### config.mk
export PLATFORM = sky130hd
export DESIGN_NAME = host_bus_cycle_ctrl
export DESIGN_NICKNAME = d
export VERILOG_FILES = /design/src/rtl/l1b_pkg.sv /design/src/rtl/phi0_edge_det.sv /design/src/rtl/host_bus_cycle_ctrl.sv
export SDC_FILE = /design/constraint.sdc
export NUM_CORES = 1
export LEC_CHECK = 0
export BUFFER_PORTS_ARGS = -buffer_cell sky130_fd_sc_hd__buf_2
export CAP_MARGIN = 20
export CORE_UTILIZATION = 60
export CTS_BUF_LIST = sky130_fd_sc_hd__clkbuf_8
export DETAILED_ROUTE_END_ITERATION = 8
export HOLD_SLACK_MARGIN = 0.08
export PLACE_DENSITY = 0.88
export SLEW_MARGIN = 20
export SYNTH_ARGS = -nofsm -noshare
export SYNTH_HDL_FRONTEND = slang
export SYNTH_SLANG_ARGS = --single-unit
### constraint.sdc
create_clock -name hsclk -period 4.2 [get_ports hsclk]
set_input_delay 0.21 -clock hsclk [delete_from_list [all_inputs] [get_ports hsclk]]
set_output_delay 0.21 -clock hsclk [all_outputs]
set_load 0.1 [all_outputs]
### src/rtl/l1b_pkg.sv
`default_nettype none
// ============================================================================
// Module      : l1b_pkg
// Description : Shared types and constants for the L1B host-bus cycle path.
// Revision    : 1.0 - initial release
// ============================================================================
package l1b_pkg;

    localparam int   HOST_AW = 16;
    localparam int   HOST_DW = 8;
    localparam logic RD      = 1'b1;

    typedef enum logic [1:0] {
        IDLE = 2'd0,
        PHI1 = 2'd1,
        PHI2 = 2'd2
    } hsc_state_t;

endpackage
`default_nettype wire

### src/rtl/phi0_edge_det.sv
`default_nettype none
// ============================================================================
// Module      : phi0_edge_det
// Description : Synchronises phi0/RDY/data with equal depth; phi0 edges and phase count.
// Revision    : 1.0 - initial release
// ============================================================================
module phi0_edge_det
    import l1b_pkg::*;
#(
    parameter int SYNC_STAGES = 2
) (
    input  logic               clk,
    input  logic               rst,
    input  logic               i_phi0,
    input  logic               i_rdy,
    input  logic [HOST_DW-1:0] i_d,
    output logic               o_phi0_s,
    output logic               o_rdy_s,
    output logic [HOST_DW-1:0] o_d_s,
    output logic               o_fall,
    output logic               o_rise,
    output logic [7:0]         o_phase_cnt
);

    logic [SYNC_STAGES-1:0] r_phi0_sync;
    logic [SYNC_STAGES-1:0] r_rdy_sync;
    logic [HOST_DW-1:0]     r_d_sync [SYNC_STAGES];
    logic                   r_phi0_prev;
    logic [7:0]             r_phase_cnt;

    always_ff @(posedge clk) begin
        if (rst) begin
            r_phi0_sync <= '0;
            r_rdy_sync  <= '0;
            for (int i = 0; i < SYNC_STAGES; i++) begin
                r_d_sync[i] <= '0;
            end
            r_phi0_prev <= 1'b0;
            r_phase_cnt <= 8'd0;
        end else begin
            r_phi0_sync[0] <= i_phi0;
            r_rdy_sync[0]  <= i_rdy;
            r_d_sync[0]    <= i_d;
            for (int i = 1; i < SYNC_STAGES; i++) begin
                r_phi0_sync[i] <= r_phi0_sync[i-1];
                r_rdy_sync[i]  <= r_rdy_sync[i-1];
                r_d_sync[i]    <= r_d_sync[i-1];
            end
            r_phi0_prev <= o_phi0_s;
            if (o_fall || o_rise) begin
                r_phase_cnt <= 8'd0;
            end else if (r_phase_cnt != 8'hFF) begin
                r_phase_cnt <= r_phase_cnt + 8'd1;
            end
        end
    end

    assign o_phi0_s    = r_phi0_sync[SYNC_STAGES-1];
    assign o_rdy_s     = r_rdy_sync[SYNC_STAGES-1];
    assign o_d_s       = r_d_sync[SYNC_STAGES-1];
    assign o_fall      = r_phi0_prev & ~o_phi0_s;
    assign o_rise      = ~r_phi0_prev & o_phi0_s;
    assign o_phase_cnt = r_phase_cnt;

endmodule
`default_nettype wire

### src/rtl/host_bus_cycle_ctrl.sv
`default_nettype none
// ============================================================================
// Module      : host_bus_cycle_ctrl
// Description : Replays single-byte requests as 6502-timed host cycles with RDY and timeout.
// Revision    : 1.0 - initial release
// ============================================================================
module host_bus_cycle_ctrl
    import l1b_pkg::*;
#(
    parameter int SYNC_STAGES = 2,
    parameter int LATE_CYC    = 4,
    parameter int TIMEOUT_CYC = 1024
) (
    input  logic               hsclk,
    input  logic               reset,
    input  logic               req,
    input  logic [HOST_AW-1:0] req_addr,
    input  logic               req_rnw,
    input  logic [HOST_DW-1:0] req_wdata,
    input  logic               req_sync,
    output logic               ack,
    output logic [HOST_DW-1:0] rdata,
    output logic               err,
    output logic               busy,
    input  logic               bbc_phi0,
    input  logic               bbc_rdy,
    input  logic [HOST_DW-1:0] bbc_d_in,
    output logic [HOST_AW-1:0] bbc_a,
    output logic               bbc_rnw,
    output logic               bbc_sync,
    output logic [HOST_DW-1:0] bbc_d_out,
    output logic               bbc_d_oe
);

    logic               w_phi0_s, w_rdy_s, w_fall, w_rise;
    logic [HOST_DW-1:0] w_d_s;
    logic [7:0]         w_phase_cnt;

    phi0_edge_det #(.SYNC_STAGES(SYNC_STAGES)) u_edge (
        .clk         (hsclk),
        .rst         (reset),
        .i_phi0      (bbc_phi0),
        .i_rdy       (bbc_rdy),
        .i_d         (bbc_d_in),
        .o_phi0_s    (w_phi0_s),
        .o_rdy_s     (w_rdy_s),
        .o_d_s       (w_d_s),
        .o_fall      (w_fall),
        .o_rise      (w_rise),
        .o_phase_cnt (w_phase_cnt)
    );

    hsc_state_t         r_state, w_state_nxt;
    logic               r_ack, r_err, r_busy, r_bbc_rnw, r_bbc_sync, r_bbc_d_oe;
    logic [HOST_DW-1:0] r_rdata, r_bbc_d_out;
    logic [HOST_AW-1:0] r_bbc_a;
    logic [15:0]        r_tmo;

    logic               w_ack_nxt, w_err_nxt, w_busy_nxt, w_rnw_nxt, w_sync_nxt, w_oe_nxt;
    logic [HOST_DW-1:0] w_rdata_nxt, w_dout_nxt;
    logic [HOST_AW-1:0] w_a_nxt;
    logic [15:0]        w_tmo_nxt;
    logic               w_start, w_tmo_hit;

    // r_ack blocks a restart from the request that is still held during its own ack cycle
    assign w_start   = req && !r_ack && (w_fall || (!w_phi0_s && (w_phase_cnt < 8'(LATE_CYC))));
    assign w_tmo_hit = r_busy && (r_tmo == 16'(TIMEOUT_CYC - 1));

    always_comb begin
        w_state_nxt = r_state;
        w_ack_nxt   = 1'b0;
        w_err_nxt   = 1'b0;
        w_busy_nxt  = r_busy;
        w_rdata_nxt = r_rdata;
        w_a_nxt     = r_bbc_a;
        w_rnw_nxt   = r_bbc_rnw;
        w_sync_nxt  = r_bbc_sync;
        w_dout_nxt  = r_bbc_d_out;
        w_oe_nxt    = r_bbc_d_oe;
        w_tmo_nxt   = r_busy ? (r_tmo + 16'd1) : r_tmo;

        case (r_state)
            IDLE: begin
                if (w_start) begin
                    w_a_nxt     = req_addr;
                    w_rnw_nxt   = req_rnw;
                    w_sync_nxt  = req_sync;
                    w_dout_nxt  = req_wdata;
                    w_busy_nxt  = 1'b1;
                    w_tmo_nxt   = 16'd0;
                    w_state_nxt = PHI1;
                end
            end
            PHI1, PHI2: begin
                if (w_tmo_hit) begin
                    w_ack_nxt   = 1'b1;
                    w_err_nxt   = 1'b1;
                    w_rdata_nxt = 8'hFF;
                    w_oe_nxt    = 1'b0;
                    w_busy_nxt  = 1'b0;
                    w_rnw_nxt   = RD;
                    w_sync_nxt  = 1'b0;
                    w_state_nxt = IDLE;
                end else if (r_state == PHI1) begin
                    if (w_rise) begin
                        w_state_nxt = PHI2;
                        if (r_bbc_rnw != RD) begin
                            w_oe_nxt = 1'b1;
                        end
                    end
                end else if (w_fall) begin
                    if (r_bbc_rnw == RD && !w_rdy_s) begin
                        w_state_nxt = PHI1;
                    end else begin
                        if (r_bbc_rnw == RD) begin
                            w_rdata_nxt = w_d_s;
                        end
                        w_ack_nxt   = 1'b1;
                        w_busy_nxt  = 1'b0;
                        w_oe_nxt    = 1'b0;
                        w_rnw_nxt   = RD;
                        w_sync_nxt  = 1'b0;
                        w_state_nxt = IDLE;
                    end
                end
            end
            default: w_state_nxt = IDLE;
        endcase
    end

    always_ff @(posedge hsclk) begin
        if (reset) begin
            r_state     <= IDLE;
            r_ack       <= 1'b0;
            r_err       <= 1'b0;
            r_busy      <= 1'b0;
            r_rdata     <= '0;
            r_bbc_a     <= '0;
            r_bbc_rnw   <= RD;
            r_bbc_sync  <= 1'b0;
            r_bbc_d_out <= '0;
            r_bbc_d_oe  <= 1'b0;
            r_tmo       <= 16'd0;
        end else begin
            r_state     <= w_state_nxt;
            r_ack       <= w_ack_nxt;
            r_err       <= w_err_nxt;
            r_busy      <= w_busy_nxt;
            r_rdata     <= w_rdata_nxt;
            r_bbc_a     <= w_a_nxt;
            r_bbc_rnw   <= w_rnw_nxt;
            r_bbc_sync  <= w_sync_nxt;
            r_bbc_d_out <= w_dout_nxt;
            r_bbc_d_oe  <= w_oe_nxt;
            r_tmo       <= w_tmo_nxt;
        end
    end

    assign ack       = r_ack;
    assign err       = r_err;
    assign busy      = r_busy;
    assign rdata     = r_rdata;
    assign bbc_a     = r_bbc_a;
    assign bbc_rnw   = r_bbc_rnw;
    assign bbc_sync  = r_bbc_sync;
    assign bbc_d_out = r_bbc_d_out;
    assign bbc_d_oe  = r_bbc_d_oe;

endmodule
`default_nettype wire

# --- Word-level counts from Yosys, hierarchy flattened ---
# Memory sizes are Yosys's and may differ from the RTL's.
# Cells that the tools add are included.
# Widths: inputs -> output; s select.
totals:
  register_bits: 69
  ram_bits: 16
  inputBits: 39
  elab_cells: 107
  mem_count: 1
op_classes:
  add_sub_neg: 2
  magnitude_cmp: 1
  n_eq_ne: 15
  muxes: 43
  bitwise: 7
  n_reduce_logical: 23
mem_list:
  columns: ["name", "words", "width", "rd", "rd_ports_with_merged_regs", "wr", "line", "source"]
  rows:
  - ["u_edge.r_d_sync", 2, 8, 2, 0, 2, "phi0_edge_det.sv:27", "logic [HOST_DW-1:0] r_d_sync [SYNC_STAGES];"]
op_table:
  columns: ["operator", "count"]
  rows:
  - ["$mux 8", 7]
  - ["$mux 16", 3]
  - ["$mux 1", 24]
  - ["$add 16x1->16 const B", 1]
  - ["$eq 16x10->1 const B", 1]
  - ["$reduce_and 5->1", 3]
  - ["$ne 3x3->1 const B", 4]
  - ["$mux 2", 5]
  - ["$add 8x1->8 const B", 1]
  - ["$lt 8x3->1 const B", 1]
  - ["$ne 4x3->1 const B", 2]
  - ["$ne 8x8->1 const B", 1]
  - ["$ne 2x2->1 const B", 3]
  - ["$ne 3x2->1 const B", 2]
  - ["$pmux 1 s2", 3]
  - ["$reduce_bool 2->1", 3]
  - ["$reduce_or 2->1", 3]
  - ["$logic_and 1x1->1", 5]
  - ["$pmux 2 s2", 1]
  - ["$logic_not 1->1", 3]
  - ["$not 1->1", 3]
  - ["$reduce_and 3->1", 1]
  - ["$reduce_bool 3->1", 1]
  - ["$and 1x1->1", 2]
  - ["6 further kinds", 8]

# --- Depth between registers and ports, before layout ---
depth:
  ltp_word: 7
  depth_mapped: 9
  ltp_nobuf: 7

# --- By module ---
# A second synthesis with hierarchy kept.
hier_totals:
  cells_unflattened: 354
  hier_area_um2: 3427.0
modules_own_cells:
  columns: ["mod", "n_inst", "cells_per_inst", "area_per_inst_um2", "seq_area_each_um2"]
  rows:
  - ["host_bus_cycle_ctrl", 1, 257, 2389.8, 1121.1]
  - ["phi0_edge_det", 1, 97, 1037.2, 580.6]

# --- Worst setup path before layout ---
# OpenSTA, ideal clock, no wires.
synth_path:
  kind: "reg2reg"
  start: "register r_busy, in the netlist busy"
  end: "register r_bbc_rnw, in the netlist bbc_rnw"
  setup_ns: 0.072
  arrival_time_ns: 2.564
  required_ns: 4.128
  setup_slack_ns: 1.564
  stages_incl_launch_ff: 8
  path_buffers: 2
  cell_sequence: "dfxtp_1 -> buf_6 -> nand4_1 -> or4_4 -> buf_6 -> a31o_4 -> nor2b_4 -> mux2i_1"
synth_via:
  elab_chain_len: 3
  word_cells_on_any_way: 7
  cone_classes: "eq/ne (3); mux (2); reduce/logical (2)"
synth_rtl:
  columns: ["item", "line", "source"]
  rows:
  - ["from (decl)", "host_bus_cycle_ctrl.sv:54", "logic r_ack, r_err, r_busy, r_bbc_rnw, r_bbc_sync, r_bbc_d_oe;"]
  - ["from (signal assigned)", "host_bus_cycle_ctrl.sv:148", "r_busy <= w_busy_nxt;"]
  - ["$logic_and 1x1->1 *", "host_bus_cycle_ctrl.sv:67", "assign w_tmo_hit = r_busy && (r_tmo == 16'(TIMEOUT_CYC - 1));"]
  - ["$ne 3x2->1 (no source line), or another cell as far along", null, null]
  - ["$reduce_and 5->1 (no source line) or $pmux 1 s2 (tied branches)", null, null]
  - ["to (signal assigned)", "host_bus_cycle_ctrl.sv:151", "r_bbc_rnw <= w_rnw_nxt;"]
  - ["to (decl)", "host_bus_cycle_ctrl.sv:54", null]
# Mark *: on every way between the ends. The rest lies on a longest branch, timed or not.
# A chain may end at the register's enable or synchronous reset.

# --- Final worst setup path ---
layout_path:
  start: "register r_tmo[0]"
  end: "register r_rdata[6], in the netlist rdata[6]"
layout_via:
  elab_chain_len: 4
  word_cells_on_any_way: 8
  cone_classes: "eq/ne (3); mux (1); reduce/logical (4)"
layout_rtl:
  columns: ["item", "line", "source"]
  rows:
  - ["from (decl)", "host_bus_cycle_ctrl.sv:57", "logic [15:0] r_tmo;"]
  - ["from (signal assigned)", "host_bus_cycle_ctrl.sv:155", "r_tmo <= w_tmo_nxt;"]
  - ["$eq 16x10->1 *", "host_bus_cycle_ctrl.sv:67", null]
  - ["$logic_and 1x1->1 *", "host_bus_cycle_ctrl.sv:67", null]
  - ["$ne 2x2->1 (no source line) or $reduce_bool 2->1 (tied branches)", null, null]
  - ["$reduce_and 5->1 (no source line)", null, null]
  - ["to (signal assigned)", "host_bus_cycle_ctrl.sv:149", "r_rdata <= w_rdata_nxt;"]
  - ["to (decl)", "host_bus_cycle_ctrl.sv:55", "logic [HOST_DW-1:0] r_rdata, r_bbc_d_out;"]
# Marks and branches as above.

==> metrics.md <==
| Metric | Value |
|---|---|
| Filler instances | 319 |
| Ys Warns | 0 |
| Placement row count | 26 |
| CTS clk-pin slew, worst paths | 0.09 ns |
| Syn_area_per_cell | 9.909 um^2 |
| Largest family of logic cells by synthesized area | simple AND/OR/NAND/NOR gates |
| Register area | 0.001702 mm^2 |
| Synthesized area | 0.003339 mm^2 |
| Fraction of registers with async set/reset | 0% |
| EDFF count, synth | 0 |
| Post-Synth Adder-Cell Area | 2.623% |
| DR WL/cell | 14.70 um |
| DP Wirelength | 4564 um |
| Largest net degree at the start of global routing | 40 |
| Post-Syn Nets | 383 |
| 1st-pass router iterations | 4 |
| Routed wire length | 7216 um |
| Gr usage total | 25.94% |
| Worst setup SP type | flip-flop |
| Fmax achieved | 432.0 MHz |
| Area occupied by multi-input gates | 0.001518 mm^2 |
| WL met2 | 3817 um |
| Fraction of layout cells with a size suffix above 1 | 27.08% |
| Post-Layout Cell Count | 491 |
| Clk Latency, worst-skew pair | 0.34 ns |
| Post-synthesis mux area share | 8.393% |
| Hold Crit Class | in -> reg |
| Synth Area in XOR/XNOR | 4.459% |
| Vias per cell | 5.422 |
| Synth unique cells | 44 |
| First-pass GRT wire length | 11880 um |
| Post-synthesis register bit count | 85 |
| CP Class | reg -> reg |
| Final Hold Viols | 0 |
| Worst-path maximum fanout | 16 |
| Top cells by count, synth | dfxtp_1 (85), nor2_1 (72), mux2i_1 (28) |
| Starting utilization of the core area | 63.76% |
| Worst rel slew slack | 62.82% |
| WP data required | 4.44 ns |
| DP Cell Count | 468 |
| Largest area contributor in the netlist | dfxtp_1 |
| CTS buffer count | 9 |
| Clock Path Buffers | 2 |
| Fin crit share | 55.11% |
| Slew Limit Fails | 0 |
| Leak Pwr | 1.714 nW |
| Final TNS setup | 0 ns |
| Vias | 2662 |
| Clock Sinks | 85 |
| ANT nets after route | 0 |
| RSZ-0062 raised after global routing | false |
| Synth area leaders | dfxtp_1 (51%), mux2i_1 (8.4%), nor2_1 (8.1%), nor2b_1 (3.7%), xor2_1 (2.9%) |
| Ys flop type | dfxtp_1 |
| Top routing layer in use | met4 |
| Initial antenna violation count | 0 |
| DIE AREA | 0.005868 mm^2 |
| NumNets Final | 462 |
| I/O pins | 77 |
| Die Span Y | 76.61 um |
| VDD IR max | 0.4788 mV |
| Met3 routed wirelength | 326 um |
| DR DRC count | 0 |
| Most common cell in the netlist | dfxtp_1 |
| Worst clock skew | 0.006805 ns |
| Final hold slack | 0.09691 ns |
| CTS tree | built |
| Die width | 76.61 um |
| # setup viols final | 0 |
| CTS resizes | 0 |
| Final GP Congestion | 0.7774 |
| PwrDens | 562.0 mW/mm^2 |
| Port Buf Inserts | 76 |
| Share of the synthesized area in the top cell type | 50.96% |
| Core Footprint | 0.005238 mm^2 |
| Simple-Gate Fraction of Synth Area | 24.28% |
| CTS H-tree lvls | 3 |
| CTS root buf | clkbuf_8 |
| Area growth, synth to finish | 20.76% |
| Mapped Cells | 337 |
| Post-CTS setup buffers | 0 |
| DR iter-0 viols | 114 |
| Number of global-route vias before repair | 2638 |
| Data arrival, critical path | 2.56 ns |
| Antenna diodes | 0 |
| M1 WL | 2910 um |
| Outcome | finished, final reports clean |
| Crit path time final | 2.315 ns |
| MaxCap Viol Count | 0 |
| Cts hold-fix bufs | 7 |
| Worst slew pin tran | 0.5535 ns |
| GRT Residual Overflow | 0 |
| CP Capture Type | flip-flop |
| Sequential-to-total area share from yosys stat | 50.96% |
| Synth Area in Compound Gates | 5.545% |
-- power breakdown --
group | total (W) | switching [W] | internal [W]
registers | 0.000913 | 0.0000439 | 0.000869
clock network | 0.000693 | 0.000294 | 0.000398
logic | 0.000661 | 0.000482 | 0.000179
total | 0.00227 | 0.000820 | 0.00145
-- worst paths after layout --
check / depth (start not counted) / end / slack, ns / from
worst max-delay path: 6 / rdata[6]$_SDFFE_PP0P_ / 1.89 / r_tmo[0]$_SDFF_PP0_
worst min-delay path: 2 / u_edge.r_d_sync[0][3]$_SDFF_PP0_ / 0.1 / bbc_d_in[3]
worst max register to register: 6 / rdata[6]$_SDFFE_PP0P_ / 1.89 / r_tmo[0]$_SDFF_PP0_
worst min register to register: 1 / u_edge.r_d_sync[0][10]$_SDFF_PP0_ / 0.44 / u_edge.r_d_sync[0][2]$_SDFF_PP0_
-- flip-flops by register name (all words and copies together) (netlist names), 8 cells and up --
register,cells
bbc_d_out,8
rdata,8
u_edge.o_phase_cnt,8
u_edge.r_d_sync,16
r_tmo,16
bbc_a,16
-- kinds of logic (layout without fill, tap and decap cells) --
group                    after synthesis  after routing
XOR/XNOR                              17             17
AND/OR/NAND/NOR                      154            154
flip-flops                            85             85
AO/OA/AOI/OAI                         25             25
adder cells (fa/ha/maj)                7              7
multiplexers                          28             28
buffers and inverters                 21            105
-- metal layers --
layer	global-route usage [%]	up-vias
li1	-	1295
met1	28.16	1263
met2	47.48	86
met3	5.030	18
met4	13.46	0
met5	0	-
-- per-stage QoR --
| step | util [%] | total power [W] | worst slack (ns) | instance area, um^2 |
|---|---|---|---|---|
| final | 76.99 | 0.002266 | 1.885 | 4033 |
| after global routing | 76.99 | 0.002347 | 1.756 | 4033 |
| after CTS | 76.99 | 0.002270 | 1.880 | 4033 |
| after detailed placement | 70.97 | 0.001580 | 1.972 | 3717 |
| after global placement | 70.97 | 0.001563 | 2.115 | 3717 |
| after floorplan | - | 0.001482 | 1.564 | 3339 |
-- area by class of cell --
type	count	share of cell area (%)
tap	70	2.172
clock inverter	7	3.010
clock buffer	9	3.072
sequential	85	42.20
inverter	4	0.3723
multi-input combinational	231	37.64
timing repair buffer	85	11.54
-- worst max-delay path, stage by stage, from the launching register on --
cell and delay, ns:
dfxtp_1 0.40, ha_1 0.21, nand4_1 0.21, nor4_4 0.61, o21a_2 0.43, nor2_1 0.09, a211oi_1 0.28
-- placed cells by master (no fill, tap or decap), drive strengths merged, types with 7 or more instances in the layout --
| master | synthesis | final |
|---|---|---|
| dfxtp | 85 | 85 |
| buf | 6 | 78 |
| nor2 | 72 | 72 |
| mux2i | 28 | 28 |
| nor2b | 21 | 21 |
| xor2 | 11 | 11 |
| nand3 | 10 | 10 |
| nand2 | 10 | 10 |
| nand4 | 9 | 9 |
| clkbuf | 11 | 9 |
| a211oi | 8 | 8 |
| ha | 7 | 7 |
| dlygate4sd3 | 0 | 7 |
Power figures use the tool's default switching activity.
